===== src/rtl/framebuffer_writer.sv =====
// Write-side engine for the frame memory port A: single-pixel writes and
// clipped rectangle fills, one memory write per clock, row-major addressing.
module framebuffer_writer #(
  parameter int IMG_W  = 640,
  parameter int IMG_H  = 480,
  parameter int ADDR_W = 19,
  parameter int PIX_W  = 8
) (
  input  logic              clk,
  input  logic              rst,
  input  logic              cmd_valid,
  output logic              cmd_ready,
  input  logic              cmd_fill,
  input  logic [9:0]        cmd_x,
  input  logic [8:0]        cmd_y,
  input  logic [9:0]        cmd_w,
  input  logic [8:0]        cmd_h,
  input  logic [PIX_W-1:0]  cmd_color,
  output logic [ADDR_W-1:0] address_a_sig,
  output logic [PIX_W-1:0]  data_a_sig,
  output logic              wren_a_sig,
  output logic              busy,
  output logic              done,
  output logic              err
);

  localparam logic [9:0]        W10 = 10'(IMG_W);
  localparam logic [8:0]        H9  = 9'(IMG_H);
  localparam logic [ADDR_W-1:0] W_A = ADDR_W'(IMG_W);

  typedef enum logic [1:0] {IDLE, FILL, FDONE} state_t;

  state_t      state;
  logic [9:0]  wc_r;
  logic [8:0]  hc_r;
  logic [9:0]  col;
  logic [8:0]  row;

  function automatic logic [9:0] clip_w(input logic [9:0] req, input logic [9:0] room);
    return (req < room) ? req : room;
  endfunction

  function automatic logic [8:0] clip_h(input logic [8:0] req, input logic [8:0] room);
    return (req < room) ? req : room;
  endfunction

  logic              in_range;
  logic [9:0]        wc;
  logic [8:0]        hc;
  logic [ADDR_W-1:0] start_addr;
  logic              last_col;
  logic              last_row;

  // Room values wrap for out-of-range origins, but those commands are rejected.
  assign in_range   = (cmd_x < W10) && (cmd_y < H9);
  assign wc         = clip_w(cmd_w, W10 - cmd_x);
  assign hc         = clip_h(cmd_h, H9 - cmd_y);
  assign start_addr = ADDR_W'(cmd_y) * W_A + ADDR_W'(cmd_x);
  assign last_col   = (col == wc_r - 10'd1);
  assign last_row   = (row == hc_r - 9'd1);

  always_ff @(posedge clk) begin
    if (rst) begin
      state         <= IDLE;
      cmd_ready     <= 1'b1;
      busy          <= 1'b0;
      wren_a_sig    <= 1'b0;
      address_a_sig <= '0;
      data_a_sig    <= '0;
      done          <= 1'b0;
      err           <= 1'b0;
    end else begin
      wren_a_sig <= 1'b0;
      done       <= 1'b0;
      err        <= 1'b0;
      case (state)
        IDLE: begin
          if (cmd_valid) begin
            if (!in_range) begin
              err <= 1'b1;
            end else if (!cmd_fill) begin
              wren_a_sig    <= 1'b1;
              address_a_sig <= start_addr;
              data_a_sig    <= cmd_color;
              done          <= 1'b1;
            end else if (wc == 10'd0 || hc == 9'd0) begin
              done <= 1'b1;
            end else begin
              state         <= FILL;
              cmd_ready     <= 1'b0;
              busy          <= 1'b1;
              wren_a_sig    <= 1'b1;
              address_a_sig <= start_addr;
              data_a_sig    <= cmd_color;
              wc_r          <= wc;
              hc_r          <= hc;
              col           <= 10'd0;
              row           <= 9'd0;
              done          <= (wc == 10'd1) && (hc == 9'd1);
            end
          end
        end
        FILL: begin
          // Outputs show the current pixel; this edge advances to the next one.
          if (last_col && last_row) begin
            state <= FDONE;
            busy  <= 1'b0;
          end else if (last_col) begin
            wren_a_sig    <= 1'b1;
            col           <= 10'd0;
            row           <= row + 9'd1;
            address_a_sig <= address_a_sig + W_A - ADDR_W'(wc_r) + ADDR_W'(1);
            done          <= (wc_r == 10'd1) && (row + 9'd1 == hc_r - 9'd1);
          end else begin
            wren_a_sig    <= 1'b1;
            col           <= col + 10'd1;
            address_a_sig <= address_a_sig + ADDR_W'(1);
            done          <= last_row && (col + 10'd1 == wc_r - 10'd1);
          end
        end
        FDONE: begin
          state     <= IDLE;
          cmd_ready <= 1'b1;
        end
        default: begin
          state     <= IDLE;
          cmd_ready <= 1'b1;
          busy      <= 1'b0;
        end
      endcase
    end
  end

endmodule


===== config.mk =====
export PLATFORM = sky130hd
export DESIGN_NAME = framebuffer_writer
export DESIGN_NICKNAME = d
export VERILOG_FILES = /design/src/rtl/framebuffer_writer.sv
export SDC_FILE = /design/constraint.sdc
export NUM_CORES = 1
export LEC_CHECK = 0
export CAP_MARGIN = 5
export CORE_ASPECT_RATIO = 1.4
export CORE_MARGIN = 5
export CORE_UTILIZATION = 51
export DETAILED_ROUTE_END_ITERATION = 16
export PLACE_DENSITY = 0.71
export SKIP_CTS_REPAIR_TIMING = 1
export SLEW_MARGIN = 40
export SYNTH_ARGS = -nofsm -noshare
export SYNTH_HDL_FRONTEND = slang
export SYNTH_SLANG_ARGS = --single-unit

===== constraint.sdc =====
create_clock -name clk -period 8.62 [get_ports clk]
set_input_delay 1.724 -clock clk [delete_from_list [all_inputs] [get_ports clk]]
set_output_delay 1.724 -clock clk [all_outputs]
set_load 0.05 [all_outputs]

Word level (Yosys, flattened, before mapping)
Cells that the tools add are included.
W data, S select, Z words.

word-level totals
  flip-flop bits (word level) = 72
  input port bits = 50
  word-level logic and storage cells = 127

operators by class
  $add $sub $neg = 11
  $mul = 1
  $lt $le $gt $ge = 4
  eq/ne operators = 18
  multiplexer cells = 56
  bitwise logic cells = 6
  reduce and logical (&&, ||, !) cells = 19

operators by type and width
  cell                      number
  $mux W19                  6
  $mux W10                  7
  $mux W9                   7
  $add A19 B1 Y19 const B   2
  $pmux W19 S2              1
  $mux W1                   21
  $eq A10 B1 Y1 const B     2
  $eq A10 B10 Y1            2
  $pmux W10 S2              1
  $add A19 B10 Y19          1
  $add A19 B10 Y19 const B  1
  $sub A19 B10 Y19          1
  $eq A9 B9 Y1              2
  $pmux W9 S2               1
  $mux W8                   2
  $ne A2 B2 Y1 const B      8
  $reduce_and A5 Y1         3
  $mul A9 B3 Y12 const B    1
  $reduce_and A6 Y1         2
  $add A10 B1 Y10 const B   1
  $logic_not A10 Y1         1
  $lt A10 B10 Y1            1
  $lt A10 B10 Y1 const B    1
  $mux W2                   5
  other kinds (24)          35

Logic depth before layout (Yosys ltp)
Gate-level depths: netlist of run 1.

  word-level depth = 10
  gate-level depth with buffers = 19

Worst setup path after synthesis of run 1
Ideal clock, no wire load.

  path type = input port to flip-flop
  from = in cmd_x[0]
  to = reg row[0], enable pin
  library setup time = 338 ps
  data arrival time = 5156 ps
  required time = 8282 ps
  setup slack = 3127 ps
  cell stages on the path = 15
  buffers on the path = 2
  path through = buf_2 or4_1 nor2_1 xnor2_1 inv_1 ha_1 o21a_1 o2111ai_1 nor2_1 a21o_1 clkbuf_1 a31oi_1 nand4_1 a21oi_1 and2_1

between the ends
  cells in the longest elaborated chain, start to end = 7
  elaborated cells on any way between the ends = 10

RTL lines
  what                           line  source
  start: declaration             14    input logic [9:0] cmd_x,
  $sub A10 B10 Y10               56    assign wc = clip_w(cmd_w, W10 - cmd_x);
  $lt A10 B10 Y1                 40    return (req < room) ? req : room;
  $mux W10                       40
  $logic_not A10 Y1              86    end else if (wc == 10'd0 || hc == 9'd0) begin
  $logic_or A1 B1 Y1             86
  $ne A2 B2 Y1 (no line)         --
  $reduce_and A8 Y1 (no line) *  --
  end signal: assignment         111   row <= row + 9'd1;
  end: declaration               37    logic [8:0] row;

Every way passes the cells marked *; elsewhere a longest branch is shown, timed or not.
A chain may end at the register's enable or synchronous reset.

Final worst setup path of run 1
  from = in cmd_y[1]
  to = reg row[2], enable pin

between the ends
  cells in the longest elaborated chain, start to end = 7
  elaborated cells on any way between the ends = 10

RTL lines
  what                           line  source
  start: declaration             15    input logic [8:0] cmd_y,
  $sub A9 B9 Y9                  57    assign hc = clip_h(cmd_h, H9 - cmd_y);
  $lt A9 B9 Y1                   44    return (req < room) ? req : room;
  $mux W9                        44
  $logic_not A9 Y1               86
  $logic_or A1 B1 Y1             86
  $ne A2 B2 Y1 (no line)         --
  $reduce_and A8 Y1 (no line) *  --

Marks and branches as above.

==> reports/qor.txt, run 1 <==
Outcome -> completed
RePlAce Congestion -> 0.885
Crit start category -> input port
CP Cell Sequence -> clkdlybuf4s50_1 -> inv_1 -> ha_1 -> or4b_4 -> nand4_1 -> xnor2_1 -> ha_1 -> a21oi_1 -> o221ai_1 -> a21oi_1 -> buf_4 -> nor2_1 -> a22oi_2 -> nand4_1 -> a21oi_1 -> buf_4 -> and2_1
Die area -> 16,900 sq um
Adder-cell area share of the yosys netlist -> 13.8%
Syn Inst Count -> 869
Synth Register Bits -> 72
Wire per inst -> 16.9 microns
Slew headroom -> 51.9%
Register area -> 1820 sq um
Drt initial violations -> 327
Routed vias/inst -> 5.82
Complex-gate fraction of the synthesized area -> 17.6%
Post-synth cell types -> 78
CP max FO -> 18
Pin count of the biggest net entering global routing -> 39
Fin. Hold Viols -> 0
Total track usage -> 22.8%
Drt first pass iters -> 6
Kind of critical path -> input port to register
CTS H-tree depth -> 3
Total number of vias -> 6,580
Share of cells above drive strength 1 -> 5.53%
Total negative slack -> 0 ns
CTS sink cnt -> 72
DP HPWL -> 15.3 mm
Final Max Slew Viols -> 0
Clk root buf -> clkbuf_16
Antenna-violating nets left -> 0
Net Count, Synth -> 998
Vias in the first global route -> 6,524
Hold Path Class -> register to register
# DRC -> 0
Post-synth top area cell -> edfxtp_1
Least-Margin Pin Slew -> 0.716 ns
Share of the synthesized area in the top cell type -> 15.5%
VDD IR max -> 0.117 mV
Largest family of logic cells by synthesized area -> simple AND/OR/NAND/NOR gates
Crit. End Element -> register
CTS Buf Count -> 9
Congestion Overflow GR -> 0
Yosys Warn Count -> 0
CTS Buffer Depth -> 2
Area Overhead vs Synth -> 17.3%
Worst Path Required -> 8.61 ns
Chip Width -> 111 microns
Site row count -> 52
Synth top area cells -> edfxtp_1 16%, ha_1 13%, dfxtp_1 9.3%
Post-synthesis xor/xnor area fraction -> 13.6%
RSZ-0062 raised after global routing -> no
Simple-gate share of the synthesized area -> 21.9%
Sequential element share of the synthesized area -> 24.8%
Initial Util -> 51.3%
Core area -> 14,300 sq um
# IOs -> 82
Cell Pwr Density -> 155 nW/um^2
Setup Viol. Count Final -> 0
Leakage -> 0.00336 uW
Top FF cell, synth -> edfxtp_1
Slowest-stage cell, CP -> or4b_4
Port buffer count -> 81
Worst Slack Setup Final -> 2.66 ns
Tcrit/Tclk final -> 69.2%
Layout Nets -> 1,065
First-pass GRT wire length -> 31.9 mm
Clock Pin Slew Worst Setup and Hold Paths -> 0.06 ns
Max stage delay on crit path -> 0.53 ns
Initial antenna violation count -> 0
Max frequency -> 0.168 GHz
Max Cap Viol -> 0
Average size of a mapped cell -> 8.45 sq um
Worst Skew -> 0.0105 ns
WL final -> 19.1 mm
Worst path arrival time -> 5.95 ns
Tmin final -> 5.96 ns
Area of the multi-input gates -> 5170 sq um
Post-synthesis mux area share -> 3.36%
Die height -> 152 microns
Async set-reset flop share out of synthesis -> 0%
Post-Place Worst Slack -> 2.29 ns
Syn Std Cell Area -> 7340 sq um
CP top delay family -> simple AND/OR/NAND/NOR gates
Clock Latency Late Sink -> 0.34 ns
Most frequent CP cell -> a21oi_1
Ant. Diodes -> 0
Crit path buf inv count -> 4
Number of synthesized flops with an enable pin -> 38
Fillers -> 1,301
TritonCTS clock tree -> done
==> sequential cells by signal, indices dropped and copies added, names as in the netlist, 2 cells and up <==
signal / flops
address_a_sig: 19
col: 10
data_a_sig: 8
hc_r: 9
row: 9
state: 2
wc_r: 10
==> cells in the mapped netlist, types with 3 or more instances <==
master     count
nor2_1        88
ha_1          76
xnor2_1       65
nand2_1       55
inv_1         54
a21oi_1       45
xor2_1        44
o21ai_0       42
edfxtp_1      38
nand3_1       36
dfxtp_1       34
nor3_1        28
clkbuf_1      20
a211oi_1      19
mux2i_1       19
o211ai_1      16
nand2b_1      13
a21o_1        12
nand4_1       12
and3_1        10
or3_1          9
nor2b_1        8
buf_2          7
nor4_1         7
or4_1          6
and2_1         5
and4_1         5
mux2_2         5
nor3b_1        5
o31ai_1        5
a31oi_1        4
buf_6          4
o21bai_1       4
or2_2          4
a2111oi_0      3
a211oi_2       3
a41oi_1        3
fa_1           3
o21a_1         3
o22ai_1        3
==> cells in the final DEF (no fill, tap or decap), types with 36 or more instances in the layout <==
cell and n:
a21oi_1 45, clkdlybuf4s50_1 81, edfxtp_1 38, ha_1 76, inv_1 54, nand2_1 55
nand3_1 36, nor2_1 88, o21ai_0 42, xnor2_1 65, xor2_1 44
==> kinds of logic (layout without fill, tap and decap cells) <==
logic type,Yosys count,after routing
AND/OR/NAND/NOR,310,310
AO/OA/AOI/OAI,187,187
XOR/XNOR,111,111
buffers and inverters,86,158
adder cells (fa/ha/maj),79,79
flip-flops,72,72
multiplexers,24,24
==> layer usage <==
layer	part of all wire, %	track usage [%]
met1	41	26.1
met2	51	41.3
met3	4.6	4.34
met4	3.3	9.22
met5	0	0
==> final timing paths <==
| path | slack (ns) | to | depth (start not counted) | from |
|---|---|---|---|---|
| hold reg to reg | 0.46 | busy | 2 | busy |
| setup reg to reg | 4.74 | address_a_sig[16] | 13 | address_a_sig[7] |
| hold / removal | 0.46 | busy | 2 | busy |
| setup / recovery | 2.66 | row[2] | 17 | cmd_y[1] |
==> tightest hold or removal path, stage by stage, from the launching register on <==
cell	delay (ns)
dfxtp_1	0.31
nand2_1	0.05
a21oi_1	0.05
==> cell type report <==
type,count,share of cell area (%)
clock inverter,2,0.160
clock buffer,14,3.59
tap,189,2.75
sequential,72,21.2
multi-input combinational,711,60.0
timing repair buffer,88,10.0
inverter,54,2.35
==> stage by stage <==
stage / instances / power, uW / instance area (sq um) / utilization, % / hold WS [ns]
floorplan: 869 / 799 / 7340 / - / 0.502
global placement: 1114 / 942 / 8280 / 57.8 / 0.460
detailed placement: 1114 / 947 / 8280 / 57.8 / 0.452
CTS: 1130 / 1340 / 8600 / 60.1 / 0.464
global route: 1130 / 1410 / 8610 / 60.2 / 0.509
finish: 1130 / 1340 / 8610 / 60.2 / 0.461
==> power by group <==
group | internal [uW] | leakage (uW) | switching, uW | total (uW)
Sequential | 389 | 0.000632 | 35.4 | 424
Combinational | 215 | 0.00257 | 304 | 519
Clock | 249 | 0.000162 | 144 | 393
Note: power is estimated with default switching activity, not from simulation.
==> run 2: changes to the inputs <==
==> constraint.sdc (replaced) <==
create_clock -name clk -period 5.7 [get_ports clk]
set_input_delay 1.14 -clock clk [delete_from_list [all_inputs] [get_ports clk]]
set_output_delay 1.14 -clock clk [all_outputs]
set_load 0.05 [all_outputs]
==> reports/qor.txt, run 2 (synthesized netlist as in run 1, its figures left out) <==
Clock Pin Slew Worst Setup and Hold Paths -> 0.06 ns
Fin. Hold Viols -> 0
WL final -> 19.6 mm
First-pass GRT wire length -> 32.4 mm
Slew headroom -> 45.8%
# IOs -> 82
# DRC -> 0
CTS sink cnt -> 72
Crit. End Element -> register
Clock Latency Late Sink -> 0.33 ns
Register area -> 1820 sq um
Site row count -> 52
Area Overhead vs Synth -> 17.1%
Die area -> 16,900 sq um
FF-to-FF Start -> wc_r[7]
Worst Skew -> 0.00894 ns
Total negative slack -> 0 ns
RSZ-0062 raised after global routing -> no
VDD IR max -> 0.148 mV
CTS H-tree depth -> 3
Biggest regs -> address_a_sig: 19 flops, col: 10 flops, wc_r: 10 flops
Chip Width -> 111 microns
Biggest register -> address_a_sig
Die height -> 152 microns
Hold Path Class -> register to register
Commonest non-fill, non-tap cell in the layout -> nor2_1
Max frequency -> 0.193 GHz
Vias in the first global route -> 6,455
RePlAce Congestion -> 0.940
Post-Place Worst Slack -> 0.223 ns
Area of the multi-input gates -> 5160 sq um
Kind of critical path -> input port to register
TritonCTS clock tree -> done
Share of cells above drive strength 1 -> 6.03%
Outcome -> completed
Clk root buf -> clkbuf_16
Setup Viol. Count Final -> 0
Antenna-violating nets left -> 0
Total track usage -> 23.1%
Most frequent cells in the layout -> 88 x nor2_1, 81 x clkdlybuf4s50_1, 76 x ha_1
Drt first pass iters -> 5
Total number of vias -> 6,629
Initial antenna violation count -> 0
Hold Path Origin -> busy
Ant. Diodes -> 0
Least-Margin Pin Slew -> 0.792 ns
CP Launch Point -> cmd_y[0]
Worst path arrival time -> 5.16 ns
Tmin final -> 5.17 ns
Fillers -> 1,325
Crit start category -> input port
Worst Slack Setup Final -> 0.526 ns
Worst Path Required -> 5.69 ns
Port buffer count -> 81
Pin count of the biggest net entering global routing -> 39
CTS Buffer Depth -> 2
Layout Nets -> 1,070
Max reg flops -> 19
CTS Buf Count -> 9
Core area -> 14,300 sq um
Cell Pwr Density -> 230 nW/um^2
CP max FO -> 9
Congestion Overflow GR -> 0
Routed vias/inst -> 5.84
Final Max Slew Viols -> 0
Leakage -> 0.00336 uW
Max Cap Viol -> 0
Drt initial violations -> 363
DP HPWL -> 15.6 mm
Initial Util -> 51.3%
Wire per inst -> 17.3 microns
Tcrit/Tclk final -> 90.8%
-- run 2: cell count changes in the layout (fill, tap and decap cells not counted) --
cell / previous run / this run
a31oi_4: 1 / 0
clkbuf_16: 12 / 10
a2111oi_0: 2 / 3
a2111oi_1: 1 / 0
clkbuf_2: 1 / 0
clkinv_2: 1 / 3
a31oi_2: 0 / 1
clkinv_4: 0 / 1
inv_4: 0 / 1
inv_6: 1 / 0
buf_4: 7 / 12
-- run 2: area by class of cell --
type	count	area share [%]
clock buffers	11	2.95
clock inverters	5	0.349
inverters	54	2.36
multi-input cells	711	59.9
flip-flops and latches	72	21.2
well taps	189	2.75
repair buffers	93	10.5
-- run 2: critical path: stages --
cell             delay (ns)
clkdlybuf4s50_1        0.53
inv_1                  0.12
ha_1                   0.23
or4b_4                 0.53
nand4_1                0.13
xnor2_1                0.15
ha_1                   0.29
a21oi_1                0.16
o221ai_1               0.14
a21oi_1                0.42
nor2_1                 0.10
a22oi_2                0.23
nand4_1                0.24
a21oi_1                0.33
and2_1                 0.42
-- run 2: routing by layer --
layer | vias to the layer above | GRT usage, % | share of wire [%]
met5 | - | 0 | 0
met1 | 3138 | 26.6 | 40
met3 | 30 | 4.42 | 4.9
met2 | 161 | 43.2 | 52
met4 | 0 | 6.61 | 2.4
li1 | 3300 | - | -
-- run 2: final timing paths --
check / endpoint / slack, ns / depth (start not counted)
min reg2reg: busy / 0.48 / 2
max reg2reg: address_a_sig[18] / 1.72 / 12
max: row[8] / 0.53 / 15
min: busy / 0.48 / 2
-- run 2: metrics by stage --
| stage | cell area [sq um] | hold WS (ns) | total power (uW) | instances | utilization (%) |
|---|---|---|---|---|---|
| floorplan | 7340 | 0.502 | 1210 | 869 | - |
| global placement | 8320 | 0.482 | 1430 | 1119 | 58.1 |
| detailed placement | 8320 | 0.464 | 1440 | 1119 | 58.1 |
| CTS | 8600 | 0.483 | 1980 | 1135 | 60.1 |
| global route | 8600 | 0.508 | 2090 | 1135 | 60.1 |
| finish | 8600 | 0.484 | 1980 | 1135 | 60.1 |
-- run 2: report_power, final --
part / leakage (uW) / internal [uW] / total, uW / switching, uW
registers: 0.000632 / 587 / 641 / 53.8
logic: 0.00259 / 329 / 792 / 463
clock network: 0.000145 / 320 / 544 / 223
==> run 3: changes to the inputs <==
--- a/config.mk
+++ b/config.mk
@@ -10,6 +10,7 @@
 export CORE_MARGIN = 5
 export CORE_UTILIZATION = 51
 export DETAILED_ROUTE_END_ITERATION = 16
+export GPL_ROUTABILITY_DRIVEN = 0
 export PLACE_DENSITY = 0.71
 export SKIP_CTS_REPAIR_TIMING = 1
 export SLEW_MARGIN = 40
==> reports/qor.txt, run 3 (synthesized netlist as in run 1, its figures left out) <==
Drt first pass iters -> 5
Die area -> 16,900 sq um
Setup Viol. Count Final -> 0
RSZ-0062 raised after global routing -> no
Wire per inst -> 17.3 microns
Routed vias/inst -> 5.80
CTS Buf Count -> 9
Hold path endpoint -> busy
Share of cells above drive strength 1 -> 6.14%
Clock Latency Late Sink -> 0.34 ns
Area Overhead vs Synth -> 17.4%
Clk network pwr share -> 28.3%
DP HPWL -> 15.5 mm
Worst reg2reg path depth -> 12
Outcome -> completed
Die height -> 152 microns
Crit start category -> input port
Most frequent CP cell -> a21oi_1
Site row count -> 52
CTS H-tree depth -> 3
Total number of vias -> 6,580
Clock Pin Slew Worst Setup and Hold Paths -> 0.06 ns
Switching part of the total -> 36.7%
Initial antenna violation count -> 0
Cell Pwr Density -> 232 nW/um^2
Sequential power share -> 32.2%
Vias in the first global route -> 6,376
Tcrit/Tclk final -> 87.8%
Slowest-stage cell, CP -> clkdlybuf4s50_1
Final Max Slew Viols -> 0
Worst path arrival time -> 5.01 ns
Total negative slack -> 0 ns
Max frequency -> 0.200 GHz
Worst hold path depth -> 2
Biggest regs -> address_a_sig: 19 flops, col: 10 flops, wc_r: 10 flops
FF-to-FF Start -> wc_r[7]
Least-Margin Pin Slew -> 0.822 ns
CP top delay family -> simple AND/OR/NAND/NOR gates
Leakage -> 0.00337 uW
Clk root buf -> clkbuf_16
WL final -> 19.6 mm
Total track usage -> 22.6%
Fin cells -> 1,134
Initial Util -> 51.3%
CTS sink cnt -> 72
Crit path buf inv count -> 2
Worst reg2reg path endpoint -> address_a_sig[18]
Max reg flops -> 19
Antenna-violating nets left -> 0
Max stage delay on crit path -> 0.53 ns
Worst Path Required -> 5.70 ns
Most frequent cells in the layout -> 88 x nor2_1, 81 x clkdlybuf4s50_1, 76 x ha_1
VDD IR max -> 0.161 mV
Logic pwr share -> 39.5%
Sw Pwr -> 734 uW
Pint -> 1260 uW
Tmin final -> 5.01 ns
# IOs -> 82
Max Cap Viol -> 0
Hold Path Origin -> busy
CP Cell Sequence -> clkdlybuf4s50_1 -> inv_1 -> ha_1 -> or4b_4 -> nand4_1 -> xnor2_1 -> ha_1 -> a21oi_1 -> o221ai_1 -> a21oi_1 -> nor2_1 -> a22oi_2 -> nand4_1 -> a21oi_1 -> and2_1
Pin count of the biggest net entering global routing -> 39
Port buffer count -> 81
Kind of critical path -> input port to register
Post-Place Cells -> 1,118
TritonCTS clock tree -> done
Commonest non-fill, non-tap cell in the layout -> nor2_1
CP Launch Point -> cmd_y[0]
Total Power -> 2000 uW
Layout Nets -> 1,069
CP max FO -> 9
Chip Width -> 111 microns
Slew headroom -> 43.8%
# DRC -> 0
Drt initial violations -> 326
Fin. Hold Viols -> 0
Biggest register -> address_a_sig
First-pass GRT wire length -> 31.6 mm
Hold Path Class -> register to register
Core area -> 14,300 sq um
CTS Buffer Depth -> 2
Worst Skew -> 0.00727 ns
Setup slack, reg-to-reg -> 1.70 ns
Crit. End Element -> register
Congestion Overflow GR -> 0
Ant. Diodes -> 0
-- run 3: cell types whose count changed in the layout (fill, tap and decap cells not counted), sizes merged --
cell,change
buf,-1
clkbuf,+2
inv,-1
clkinv,-1
-- run 3: stage by stage --
step                      hold WS (ns)  area (sq um)  setup slack (ns)  util, %
after floorplan                  0.502          7340             0.791        -
after global placement           0.475          8310             0.511     58.1
after detailed placement         0.474          8310             0.394     58.1
after CTS                        0.492          8620             0.734     60.2
after global routing             0.531          8620             0.396     60.2
final                            0.496          8620             0.693     60.2
-- run 3: worst reg2reg max path, delay by kind of cell, from the launching register on --
family,cells,cell delay (ns)
AOI/OAI and AO/OA,7,2.35
xor gates and xnor gates,1,0.22
adders and majority gates,2,0.68
buffers and inverters,1,0.04
DFF,1,0.52
and+or+nand+nor,1,0.10
-- run 3: worst max-delay path by stage --
stage                   to  slack, ns  depth (start not counted)
CTS                 row[8]       0.73                         15
global placement    row[8]       0.51                         15
global route        row[3]       0.40                         15
detailed placement  row[8]       0.39                         15
floorplan           row[0]       0.79                         15
finish              row[0]       0.69                         15
-- run 3: area by class of cell --
cell class	instances	area [sq um]
inverter	54	203
multi-input combinational	711	5160
clock inverter	3	22.5
fill	1280	5700
timing repair buffer	92	893
clock buffer	13	283
tap	189	236
sequential	72	1820
-- run 3: power groups by stage --
stage          registers (uW)  clock network (uW)  logic, uW
2_1_floorplan             717                   0        491
6_report                  643                 565        788
5_1_grt                   648                 591        867
4_1_cts                   642                 569        787
3_5_place_dp              652                   0        782
3_3_place_gp              652                   0        776
-- run 3: per-layer routing --
| layer | routed length, microns | global-route usage (%) | part of all wire, % |
|---|---|---|---|
| met1 | 8020 | 26.5 | 41 |
| met2 | 10100 | 41.2 | 52 |
| met3 | 954 | 4.26 | 4.9 |
| met4 | 518 | 7.13 | 2.6 |
| met5 | 0 | 0 | 0 |
